<file path="config.mk">
export PLATFORM = sky130hd
export DESIGN_NAME = instruction_prefetch_queue
export DESIGN_NICKNAME = d
export VERILOG_FILES = /design/src/rtl/instruction_prefetch_queue.sv
export SDC_FILE = /design/constraint.sdc
export NUM_CORES = 1
export LEC_CHECK = 0
export BUFFER_PORTS_ARGS = -buffer_cell sky130_fd_sc_hd__buf_2
export CAP_MARGIN = 20
export CORE_ASPECT_RATIO = 1.25
export CORE_MARGIN = 3
export CORE_UTILIZATION = 30
export CTS_BUF_LIST = sky130_fd_sc_hd__clkbuf_16
export DETAILED_ROUTE_END_ITERATION = 10
export GPL_TIMING_DRIVEN = 0
export PLACE_DENSITY = 0.57
export RECOVER_POWER = 50
export SYNTH_ARGS = -nofsm -noshare
export SYNTH_HDL_FRONTEND = slang
export SYNTH_SLANG_ARGS = --single-unit
</file>
<file path="constraint.sdc">
create_clock -name clk_i -period 8.06 [get_ports clk_i]
set_input_delay 0.403 -clock clk_i [delete_from_list [all_inputs] [get_ports clk_i]]
set_output_delay 0.403 -clock clk_i [all_outputs]
set_load 0.01 [all_outputs]
</file>
<file path="src/rtl/instruction_prefetch_queue.sv">
// Sequential instruction fetch front end with a DEPTH-entry {pc, instr} queue to decode.
// Request-to-output latency 2 cycles; issue is credit-gated so backpressure never drops or duplicates.
module instruction_prefetch_queue #(
    parameter int              XLEN     = 32,
    parameter int              DEPTH    = 4,
    parameter logic [XLEN-1:0] RESET_PC = '0
) (
    input  logic                     clk_i,
    input  logic                     rst_ni,
    input  logic                     fetch_en_i,
    input  logic                     redirect_i,
    input  logic [XLEN-1:0]          redirect_pc_i,
    output logic                     imem_req_o,
    output logic [XLEN-1:0]          imem_addr_o,
    input  logic [XLEN-1:0]          imem_rdata_i,
    output logic                     out_valid_o,
    input  logic                     out_ready_i,
    output logic [XLEN-1:0]          out_pc_o,
    output logic [XLEN-1:0]          out_instr_o,
    output logic [$clog2(DEPTH):0]   occupancy_o
);

    localparam int AW = $clog2(DEPTH);

    logic [XLEN-1:0] fetch_pc_q, fetch_pc_d;
    logic            inflight_q, inflight_d;
    logic [XLEN-1:0] inflight_pc_q, inflight_pc_d;
    logic [AW-1:0]   rd_ptr_q, rd_ptr_d;
    logic [AW-1:0]   wr_ptr_q, wr_ptr_d;
    logic [AW:0]     count_q, count_d;

    logic [XLEN-1:0] mem_pc_q    [DEPTH];
    logic [XLEN-1:0] mem_instr_q [DEPTH];

    logic [AW+1:0]   credit_used;
    logic            push;
    logic            pop;

    // Credit check counts the outstanding read but not a same-cycle pop.
    assign credit_used = {1'b0, count_q} + {{(AW+1){1'b0}}, inflight_q};
    assign imem_req_o  = rst_ni & fetch_en_i & ~redirect_i
                         & (credit_used < (AW+2)'(DEPTH));
    assign imem_addr_o = fetch_pc_q;

    assign out_valid_o = (count_q != '0) & ~redirect_i;
    assign out_pc_o    = mem_pc_q[rd_ptr_q];
    assign out_instr_o = mem_instr_q[rd_ptr_q];
    assign occupancy_o = count_q;

    assign push = inflight_q & ~redirect_i;
    assign pop  = out_valid_o & out_ready_i;

    always_comb begin
        fetch_pc_d    = fetch_pc_q;
        inflight_d    = 1'b0;
        inflight_pc_d = inflight_pc_q;
        rd_ptr_d      = rd_ptr_q;
        wr_ptr_d      = wr_ptr_q;
        count_d       = count_q;
        if (redirect_i) begin
            fetch_pc_d = {redirect_pc_i[XLEN-1:2], 2'b00};
            rd_ptr_d   = '0;
            wr_ptr_d   = '0;
            count_d    = '0;
        end else begin
            if (imem_req_o) begin
                fetch_pc_d    = fetch_pc_q + XLEN'(4);
                inflight_d    = 1'b1;
                inflight_pc_d = fetch_pc_q;
            end
            if (push) begin
                wr_ptr_d = wr_ptr_q + AW'(1);
            end
            if (pop) begin
                rd_ptr_d = rd_ptr_q + AW'(1);
            end
            case ({push, pop})
                2'b10:   count_d = count_q + (AW+1)'(1);
                2'b01:   count_d = count_q - (AW+1)'(1);
                default: count_d = count_q;
            endcase
        end
    end

    always_ff @(posedge clk_i or negedge rst_ni) begin
        if (!rst_ni) begin
            fetch_pc_q    <= RESET_PC;
            inflight_q    <= 1'b0;
            inflight_pc_q <= '0;
            rd_ptr_q      <= '0;
            wr_ptr_q      <= '0;
            count_q       <= '0;
        end else begin
            fetch_pc_q    <= fetch_pc_d;
            inflight_q    <= inflight_d;
            inflight_pc_q <= inflight_pc_d;
            rd_ptr_q      <= rd_ptr_d;
            wr_ptr_q      <= wr_ptr_d;
            count_q       <= count_d;
        end
    end

    // Storage is data-only; valid entries are tracked by the pointers and count.
    always_ff @(posedge clk_i) begin
        if (push) begin
            mem_pc_q[wr_ptr_q]    <= inflight_pc_q;
            mem_instr_q[wr_ptr_q] <= imem_rdata_i;
        end
    end

endmodule

</file>
==> metrics.log, run 1 <==
[metrics] Core Area: 40,420 um2
[metrics] Avg WL per Cell: 19.74 um
[metrics] Max stage delay cell, worst path: sky130_fd_sc_hd__dlygate4sd3_1
[metrics] post-detailed-routing wire length: 29,610 um
[metrics] commonest register cell after synthesis: sky130_fd_sc_hd__edfxtp_1
[metrics] number of max-slew violations in the final report: 21
[metrics] Reg-to-Reg Start: inflight_q
[metrics] number of synthesized register bits: 316
[metrics] latest clock arrival within the worst-skew pair: 0.52 ns
[metrics] routability cong.: 0.8134
[metrics] number of max-cap violations: 1
[metrics] Tcrit/Tclk final: 42.48%
[metrics] number of antenna violations at the first check in global routing: 1
[metrics] worst ir drop on vdd: 0.0001151 V
[metrics] worst-case setup slack after placement: 5.288 ns
[metrics] number of nets in the finished design: 1,003
[metrics] crit path launch: rst_ni
[metrics] Final Hold Viols: 0
[metrics] clk buf depth: 3
[metrics] clock slew at reported path FFs: 0.06 ns
[metrics] power per standard cell area: 254.1 nW/um2
[metrics] number of antenna repair diodes: 0
[metrics] die area: 43,800 um2
[metrics] synthesized instance count: 720
[metrics] master cell of the clock root buffer: sky130_fd_sc_hd__clkbuf_16
[metrics] type of the tightest min-delay check: in -> reg
[metrics] slew at the pin with the worst max-slew slack: 1.896 ns
[metrics] Crit Reg-Reg Endpoint: mem_instr_q[2][0]
[metrics] CTS tree: done
[metrics] outcome: finished with violations
[metrics] Rows: 82
[metrics] violations in the final reports: max-capacitance violations, max-slew violations
[metrics] Iter 0 DRT Violations: 475
[metrics] longest individual stage delay on the worst path: 0.52 ns
[metrics] total CTS buffers: 35
[metrics] maximum number of pins on one net before global-route repair: 69
[metrics] Core Util, Final: 37.57%
[metrics] Worst Reg2Reg Path Length in Cells: 4
[metrics] Synth Area per Inst: 17.21 um2
[metrics] first-pass GRT wire length: 45,810 um
[metrics] H-tree levels: 2
[metrics] cell repeated most along the worst path: sky130_fd_sc_hd__buf_2
[metrics] DRC violation count after routing: 0
[metrics] slack of the worst reg-to-reg path: 4.78 ns
[metrics] summed instance area of the synthesized netlist: 12,390 um2
[metrics] half-perimeter wire length after placement: 19,540 um
[metrics] area fraction of the dominant cell type after synthesis: 60.09%
[metrics] setup repair after global routing missed its margin: no
[metrics] fraction of layout cells with a size suffix above 1: 25.37%
[metrics] share of synthesized registers carrying an async set or reset: 21.52%
[metrics] count of input and output buffers: 162
[metrics] Vert. Die Dim: 233.2 um
[metrics] Tot GR Track Use: 13.55%
[metrics] post-synth top area cell: sky130_fd_sc_hd__edfxtp_1
[metrics] via count of the first global-routing pass: 7,534
[metrics] post-synth cell types: 51
[metrics] post-CTS setup buffer count: 0
[metrics] worst-path maximum fanout: 68
[metrics] Synth Warn #: 0
[metrics] final setup fails: 0
[metrics] cells taking the most area after synthesis: sky130_fd_sc_hd__edfxtp_1 (60%), sky130_fd_sc_hd__dfrtp_1 (14%), sky130_fd_sc_hd__mux4_2 (11%), sky130_fd_sc_hd__nand2_1 (3.6%), sky130_fd_sc_hd__nand3_1 (0.89%)
[metrics] kind of end point of the critical path: output port
[metrics] top cells by count, synth: sky130_fd_sc_hd__edfxtp_1 (248), sky130_fd_sc_hd__nand2_1 (118), sky130_fd_sc_hd__dfrtp_1 (68)
[metrics] number of enable-type register cells in the synthesized netlist: 248
[metrics] Pre-antenna DRT Iters: 5
[metrics] chain of cells forming the critical path: dlygate4sd3_1, clkbuf_1, buf_16, nand2_1, or4_4, inv_2, buf_6, buf_4, buf_2, buf_2
[metrics] starting density of the core: 30.66%
[metrics] CP Class: in -> out
[metrics] Final WS setup: 4.636 ns
[metrics] num ports: 170
[metrics] layout-stage area growth over the synthesis result: 22.54%
[metrics] number of vias after detailed routing: 7,052
[metrics] die extent in x: 187.8 um
[metrics] WP data required: 7.66 ns
[metrics] remaining number of nets flagged by the antenna check after routing: 0
[metrics] worst clock skew: 0.02288 ns
[metrics] max frequency: 292.1 MHz
[metrics] sequential area share after synthesis: 73.82%
[metrics] critical path startpoint category: input port
[metrics] clock period minus final worst setup slack: 3.424 ns
[metrics] Setup TNS Final: 0 ns
[metrics] timing endpoint of the critical path: imem_req_o
[metrics] most used standard cell by instance count after synthesis: sky130_fd_sc_hd__edfxtp_1
[metrics] arrival time reported for the critical path endpoint: 3.02 ns
[metrics] number of sinks driven by the clock tree: 316
[metrics] static leakage: 5.429 nW
[metrics] number of vias per cell after detailed routing: 4.701
[metrics] global route overflow: 0
[metrics] Worst slew margin: -26.48%
power by group:
| part | switching (mW) | internal (mW) |
|---|---|---|
| logic | 0.143 | 0.101 |
| registers | 0.0757 | 1.85 |
| clock network | 0.639 | 1.05 |
flip-flops by register name (all words and copies together), names as in the netlist:
name           cells
occupancy_o        3
rd_ptr_q           2
imem_addr_o       30
wr_ptr_q           2
inflight_pc_q     30
mem_instr_q      128
inflight_q         1
mem_pc_q         120
worst min path at each step:
| stage | slack [ns] | from | endpoint | depth (start not counted) |
|---|---|---|---|---|
| 5_1_grt | 0.09 | redirect_pc_i[11] | imem_addr_o[11] | 3 |
| 2_1_floorplan | 0.11 | rst_ni | imem_addr_o[10] | 0 |
| 3_5_place_dp | 0.20 | rst_ni | imem_addr_o[20] | 1 |
| 6_report | 0.1 | redirect_pc_i[2] | imem_addr_o[2] | 3 |
| 4_1_cts | 0.07 | redirect_pc_i[2] | imem_addr_o[2] | 3 |
| 3_3_place_gp | 0.49 | inflight_pc_q[4] | mem_pc_q[2][4] | 0 |
critical path: cells and delay by family:
kind | cells | cell delay [ns]
buffers and inverters | 8 | 1.99
AND/OR/NAND/NOR | 2 | 0.59
layout make-up:
class | instances | area (um2)
Inverter | 9 | 33.78
Fill cell | 3900 | 25240
Timing Repair Buffer | 168 | 874.6
Sequential cell | 316 | 9149
Clock inverter | 26 | 300.3
Multi-Input combinational cell | 359 | 3035
Clock buffer | 37 | 925.9
Buffer | 39 | 185.2
Tap cell | 546 | 683.2
per-layer routing:
metal	vias up	track usage, %	wire [um]
li1	3201	-	-
met1	3554	17.81	12760
met2	250	22.71	14420
met3	47	2.777	1672
met4	0	4.222	751
met5	-	0	0
placed cells by master, fill, tap and decap left out, types with 6 or more instances in the layout:
| cell | instances |
|---|---|
| sky130_fd_sc_hd__clkinv_2 | 6 |
| sky130_fd_sc_hd__o211ai_1 | 9 |
| sky130_fd_sc_hd__mux2i_1 | 8 |
| sky130_fd_sc_hd__buf_2 | 105 |
| sky130_fd_sc_hd__nand2_1 | 118 |
| sky130_fd_sc_hd__clkbuf_1 | 88 |
| sky130_fd_sc_hd__edfxtp_1 | 248 |
| sky130_fd_sc_hd__clkbuf_16 | 37 |
| sky130_fd_sc_hd__mux4_2 | 62 |
| sky130_fd_sc_hd__o21ai_0 | 19 |
| sky130_fd_sc_hd__nand4_1 | 7 |
| sky130_fd_sc_hd__nand3_1 | 22 |
| sky130_fd_sc_hd__bufinv_16 | 7 |
| sky130_fd_sc_hd__nor2_1 | 29 |
| sky130_fd_sc_hd__dfrtp_1 | 68 |
| sky130_fd_sc_hd__inv_1 | 13 |
logic make-up after synthesis:
family | count (synthesis) | share of synthesized area (%)
mux | 70 | 11.91
other cells | 1 | 0.03026
xor+xnor | 6 | 0.4240
simple gates | 212 | 7.956
fa+ha+maj | 6 | 0.6663
buf+inv | 48 | 1.837
compound gates | 61 | 3.352
flops | 316 | 73.82
repair_timing:
action / in CTS / in global routing
hold buffers: 1 / 0
resized for setup: 0 / 0
setup endpoints to repair: 0 / 0
hold endpoints to repair: 68 / 0
per-stage QoR:
| step | area, um2 | power (mW) | hold slack (ns) | cells |
|---|---|---|---|---|
| 2_1_floorplan | 12400 | 2.074 | 0.1074 | 723 |
| 3_3_place_gp | 13900 | 2.203 | 0.4921 | 1431 |
| 3_5_place_dp | 14050 | 2.214 | 0.2031 | 1436 |
| 4_1_cts | 15280 | 3.926 | 0.07004 | 1500 |
| 5_1_grt | 15190 | 4.009 | 0.09049 | 1500 |
| 6_report | 15190 | 3.860 | 0.09653 | 1500 |
Power figures use the tool's default switching activity.
==> run 2, diff against run 1 <==
PLACE_DENSITY = 0.59   (was 0.57)
clock period = 2.87 ns   (was 8.06 ns; I/O delays follow)
==> run 2 against run 1 <==
The flow now finishes without violations. First-iteration DRC count shrank 16%. Hold slack worse by 0.0098 ns. Cell count up 4.2%.
==> metrics.log, run 2 (synthesis results as in run 1) <==
[metrics] CTS tree: done
[metrics] DRC violation count after routing: 0
[metrics] commonest cells after routing, fill and taps aside: sky130_fd_sc_hd__edfxtp_1 (248), sky130_fd_sc_hd__nand2_1 (118), sky130_fd_sc_hd__buf_2 (105)
[metrics] largest registers: mem_instr_q (128), mem_pc_q (120)
[metrics] die extent in x: 187.8 um
[metrics] Tcrit/Tclk final: 95.19%
[metrics] Core Util, Final: 38.85%
[metrics] slew at the pin with the worst max-slew slack: 1.448 ns
[metrics] Core Area: 40,420 um2
[metrics] setup repair after global routing missed its margin: no
[metrics] final setup fails: 0
[metrics] slack of the worst reg-to-reg path: 0.47 ns
[metrics] routability cong.: 0.8425
[metrics] number of vias after detailed routing: 7,289
[metrics] Tot GR Track Use: 13.75%
[metrics] largest register by flop count: mem_instr_q
[metrics] master cell of the clock root buffer: sky130_fd_sc_hd__clkbuf_16
[metrics] via count of the first global-routing pass: 7,522
[metrics] worst-path maximum fanout: 10
[metrics] fraction of layout cells with a size suffix above 1: 23.80%
[metrics] maximum number of pins on one net before global-route repair: 57
[metrics] post-detailed-routing wire length: 30,010 um
[metrics] die area: 43,800 um2
[metrics] num ports: 170
[metrics] Crit Reg-Reg Endpoint: mem_instr_q[2][4]
[metrics] global route overflow: 0
[metrics] number of max-cap violations: 0
[metrics] H-tree levels: 2
[metrics] crit path launch: rst_ni
[metrics] arrival time reported for the critical path endpoint: 2.59 ns
[metrics] starting density of the core: 30.66%
[metrics] layout-stage area growth over the synthesis result: 26.73%
[metrics] CP Class: in -> out
[metrics] max frequency: 366.1 MHz
[metrics] most frequent standard cell in the layout excluding fill and tap cells: sky130_fd_sc_hd__edfxtp_1
[metrics] number of vias per cell after detailed routing: 4.663
[metrics] kind of end point of the critical path: output port
[metrics] number of sinks driven by the clock tree: 316
[metrics] static leakage: 5.662 nW
[metrics] number of max-slew violations in the final report: 0
[metrics] worst clock skew: 0.01530 ns
[metrics] Pre-antenna DRT Iters: 5
[metrics] clk buf depth: 3
[metrics] critical path startpoint category: input port
[metrics] Rows: 82
[metrics] WP data required: 2.73 ns
[metrics] Worst slew margin: 3.472%
[metrics] Worst Reg2Reg Path Length in Cells: 4
[metrics] number of antenna repair diodes: 0
[metrics] outcome: finished, final reports clean
[metrics] number of nets in the finished design: 1,068
[metrics] half-perimeter wire length after placement: 19,640 um
[metrics] timing endpoint of the critical path: imem_req_o
[metrics] Setup TNS Final: 0 ns
[metrics] type of the tightest min-delay check: in -> reg
[metrics] latest clock arrival within the worst-skew pair: 0.52 ns
[metrics] worst ir drop on vdd: 0.0003430 V
[metrics] Final Hold Viols: 0
[metrics] clock slew at reported path FFs: 0.06 ns
[metrics] Avg WL per Cell: 19.20 um
[metrics] count of input and output buffers: 162
[metrics] number of flip-flops in the largest register: 128
[metrics] Vert. Die Dim: 233.2 um
[metrics] first-pass GRT wire length: 46,080 um
[metrics] Iter 0 DRT Violations: 401
[metrics] remaining number of nets flagged by the antenna check after routing: 0
[metrics] Worst Hold Launch: out_ready_i
[metrics] clock period minus final worst setup slack: 2.732 ns
[metrics] number of antenna violations at the first check in global routing: 0
[metrics] total CTS buffers: 35
[metrics] Reg-to-Reg Start: inflight_q
[metrics] power per standard cell area: 665.6 nW/um2
[run 2: cell type report]
cell class / instances / area [um2]
clock inverter: 25 / 209.0
tap: 546 / 683.2
fill: 3833 / 24720
multi-input combinational: 359 / 3033
timing repair buffer: 233 / 1503
sequential: 316 / 9149
clock buffer: 36 / 900.9
buffer: 39 / 195.2
inverter: 9 / 33.78
[run 2: worst min path at each step]
stage / end / depth (start not counted)
floorplan: imem_addr_o[10] / 0
global placement: imem_addr_o[2] / 3
detailed placement: inflight_pc_q[21] / 1
CTS: occupancy_o[0] / 4
global route: rd_ptr_q[1] / 4
finish: occupancy_o[0] / 4
[run 2: where the power goes]
part           internal, mW  leakage (nW)  switching (mW)
logic                 0.340          1.99           0.419
clock network          2.55         0.573            1.75
registers              5.19          3.10           0.209
total                  8.08          5.66            2.38
[run 2: metal layers]
layer | up-vias | part of all wire (%) | global-route usage, %
li1 | 3343 | - | -
met1 | 3658 | 42 | 17.97
met2 | 244 | 50 | 23.31
met3 | 44 | 5.9 | 2.672
met4 | 0 | 2.4 | 4.222
met5 | - | 0 | 0
[run 2: worst max-delay path, cell delays in order]
cell,delay [ns]
sky130_fd_sc_hd__dlygate4sd3_1,0.52
sky130_fd_sc_hd__clkbuf_1,0.12
sky130_fd_sc_hd__clkdlybuf4s25_1,0.36
sky130_fd_sc_hd__nand2_1,0.07
sky130_fd_sc_hd__or4_1,0.50
sky130_fd_sc_hd__inv_2,0.09
sky130_fd_sc_hd__buf_6,0.14
sky130_fd_sc_hd__buf_4,0.20
sky130_fd_sc_hd__buf_2,0.27
sky130_fd_sc_hd__buf_2,0.18
[run 2: what timing repair did]
action	in CTS	in global routing
gates resized for setup	1	2
pin swaps	0	0
endpoints found under the setup margin	47	9
hold buffers	66	0
buffers inserted	0	0
hold endpoints to repair	226	0
[run 2: through the flow]
| stage | hold WS, ns | std cells | instance area (um2) | worst slack (ns) | power, mW |
|---|---|---|---|---|---|
| 2_1_floorplan | -0.1521 | 723 | 12400 | 0.06084 | 5.824 |
| 3_3_place_gp | 0.3520 | 1431 | 13900 | -1.567 | 6.188 |
| 3_5_place_dp | 0.02400 | 1436 | 14050 | 0.3364 | 6.219 |
| 4_1_cts | 0.05697 | 1563 | 15840 | 0.02514 | 10.65 |
| 5_1_grt | 0.1306 | 1563 | 15710 | 0.01339 | 10.90 |
| 6_report | 0.08671 | 1563 | 15710 | 0.1381 | 10.45 |
==> run 3, diff against run 2 <==
CORE_UTILIZATION = 52   (was 30)
PLACE_DENSITY = 0.86   (was 0.59)
clock period = 2.5 ns   (was 2.87 ns; I/O delays follow)
==> run 3 against run 2 <==
The run now ends with negative hold slack left. Sequential power increased by 15%. Global-route usage increased by 8.0 points. Die area decreased by 41%. Cell count decreased by 18%. First-iteration DRC count increased by 41%. Critical path type is now reg -> reg. Largest cell class unchanged.
==> metrics.log, run 3 (synthesis results as in run 1) <==
[metrics] outcome: finished with violations
[metrics] violations in the final reports: negative hold slack
[metrics] Core Area: 23,190 um2
[metrics] Internal Pwr Total: 8.750 mW
[metrics] maximum number of pins on one net before global-route repair: 70
[metrics] routability cong.: 0.8711
[metrics] post-cts hold buffer count: 62
[metrics] post-detailed-routing wire length: 27,710 um
[metrics] die extent in x: 144.1 um
[metrics] Crit Reg-Reg Endpoint: imem_addr_o[31]
[metrics] H-tree levels: 1
[metrics] WP data required: 2.92 ns
[metrics] static leakage: 5.533 nW
[metrics] Tcrit/Tclk final: 96.97%
[metrics] number of max-cap violations: 0
[metrics] hold_ws: -0.2873 ns
[metrics] die area: 25,730 um2
[metrics] arrival time reported for the critical path endpoint: 2.85 ns
[metrics] clock group share of total power: 37.4%
[metrics] number of vias after detailed routing: 7,469
[metrics] number of max-slew violations in the final report: 0
[metrics] post-place instance area: 13,700 um2
[metrics] Switch Pwr: 2.541 mW
[metrics] Avg WL per Cell: 21.52 um
[metrics] clock period minus final worst setup slack: 2.424 ns
[metrics] Core Util, Final: 65.30%
[metrics] Final Hold Viols: 68
[metrics] starting density of the core: 53.43%
[metrics] worst clock skew: 0.01222 ns
[metrics] CTS tree: done
[metrics] CP Class: reg -> reg
[metrics] Worst Reg2Reg Path Length in Cells: 5
[metrics] number of nets in the finished design: 1,053
[metrics] setup repair after global routing missed its margin: no
[metrics] clk buf depth: 3
[metrics] latest clock arrival within the worst-skew pair: 0.54 ns
[metrics] worst-path maximum fanout: 8
[metrics] num ports: 170
[metrics] via count of the first global-routing pass: 7,627
[metrics] Tot GR Track Use: 21.80%
[metrics] Reg-to-Reg Start: imem_addr_o[5]
[metrics] number of antenna repair diodes: 0
[metrics] Worst slew margin: 37.93%
[metrics] fraction of power spent switching nets: 22.50%
[metrics] Iter 0 DRT Violations: 564
[metrics] clock slew at reported path FFs: 0.07 ns
[metrics] commonest cells after routing, fill and taps aside: sky130_fd_sc_hd__edfxtp_1 (248), sky130_fd_sc_hd__nand2_1 (118), sky130_fd_sc_hd__buf_2 (101)
[metrics] power per standard cell area: 745.4 nW/um2
[metrics] most frequent standard cell in the layout excluding fill and tap cells: sky130_fd_sc_hd__edfxtp_1
[metrics] kind of end point of the critical path: flip-flop
[metrics] number of antenna violations at the first check in global routing: 0
[metrics] count of input and output buffers: 162
[metrics] slack of the worst reg-to-reg path: 0.08 ns
[metrics] final setup fails: 0
[metrics] layout-stage area growth over the synthesis result: 22.22%
[metrics] Pre-antenna DRT Iters: 5
[metrics] first-pass GRT wire length: 43,080 um
[metrics] fillers: 1,562
[metrics] Rows: 62
[metrics] max frequency: 412.5 MHz
[metrics] largest register by flop count: mem_instr_q
[metrics] total CTS buffers: 29
[metrics] fraction of layout cells with a size suffix above 1: 23.20%
[metrics] design area: 15,150 um2
[metrics] Setup TNS Final: 0 ns
[metrics] share of total power in combinational logic: 7.7%
[metrics] number of vias per cell after detailed routing: 5.799
[metrics] critical path startpoint category: flip-flop
[metrics] remaining number of nets flagged by the antenna check after routing: 0
[metrics] post-CTS setup buffer count: 0
[metrics] master cell of the clock root buffer: sky130_fd_sc_hd__clkbuf_16
[metrics] largest registers: mem_instr_q (128), mem_pc_q (120)
[metrics] worst ir drop on vdd: 0.0004778 V
[metrics] global route overflow: 0
[metrics] type of the tightest min-delay check: in -> async
[metrics] count of placed standard cells in the final layout, fillers left out: 1,288
[metrics] placed cells: 1,177
[metrics] half-perimeter wire length after placement: 17,330 um
[metrics] number of sinks driven by the clock tree: 316
[metrics] slew at the pin with the worst max-slew slack: 0.9311 ns
[metrics] number of flip-flops in the largest register: 128
[metrics] DRC violation count after routing: 0
[metrics] proportion of power drawn by flip-flops and latches: 54.8%
[metrics] Vert. Die Dim: 178.6 um
[metrics] crit path launch: imem_addr_o[5]
## run 3: cell types whose count changed in the layout (fill, tap and decap cells not counted), sizes merged
| cell | change |
|---|---|
| clkbuf | -12 |
| clkdlybuf4s25 | -1 |
| clkinvlp | +2 |
| dlygate4sd3 | -3 |
| inv | -3 |
## run 3: final cells by class
cell class              count  area (um2)  share of cell area, %
well taps                 288       360.3                  2.379
multi-input cells         359        3034                  20.03
repair buffers            228        1461                  9.648
plain buffers              35       197.7                  1.305
flip-flops and latches    316        9149                  60.40
clock inverters            24       185.2                  1.223
clock buffers              29       725.7                  4.791
inverters                   9       33.78                 0.2230
## run 3: layer usage
layer  GRT usage, %  vias to the layer above  wire (um)
li1               -                     3315          -
met1          28.82                     3707      10730
met2          37.48                      380      14310
met3          3.513                       67       2017
met4          6.476                        0        656
met5              0                        -          0
## run 3: stage by stage
stage	power, mW	setup WS (ns)
5_1_grt	11.68	0.002790
3_3_place_gp	7.050	-0.5535
3_5_place_dp	7.102	-0.08013
2_1_floorplan	6.685	0.3671
4_1_cts	11.39	0.03552
6_report	11.29	0.07584
## run 3: power groups by stage
stage	Sequential, mW	Clock [mW]	Combinational (mW)
5_1_grt	6.22	4.50	0.953
2_1_floorplan	6.24	0	0.445
3_5_place_dp	6.29	0	0.811
4_1_cts	6.18	4.31	0.898
3_3_place_gp	6.27	0	0.783
6_report	6.19	4.23	0.873
## run 3: critical path, stage by stage, from the launching register on
cell and delay, ns:
sky130_fd_sc_hd__dfrtp_1 0.49, sky130_fd_sc_hd__nand4_1 0.37, sky130_fd_sc_hd__nor4_1 0.78, sky130_fd_sc_hd__nand3_1 0.23, sky130_fd_sc_hd__mux2i_1 0.18, sky130_fd_sc_hd__a221o_1 0.26
## run 3: how the worst max path moves through the flow
stage | end | slack (ns)
after floorplan | mem_instr_q[0][0] | 0.37
after global placement | inflight_pc_q[21] | -0.55
after detailed placement | inflight_pc_q[23] | -0.08
after CTS | out_pc_o[12] | 0.04
after global routing | imem_addr_o[31] | 0.003
final | imem_addr_o[31] | 0.08
## run 3: timing repair
action	4_1_cts	5_1_grt
resized for setup	14	0
endpoints found under the setup margin	60	4
gates cloned	0	0
endpoints found under the hold margin	226	68
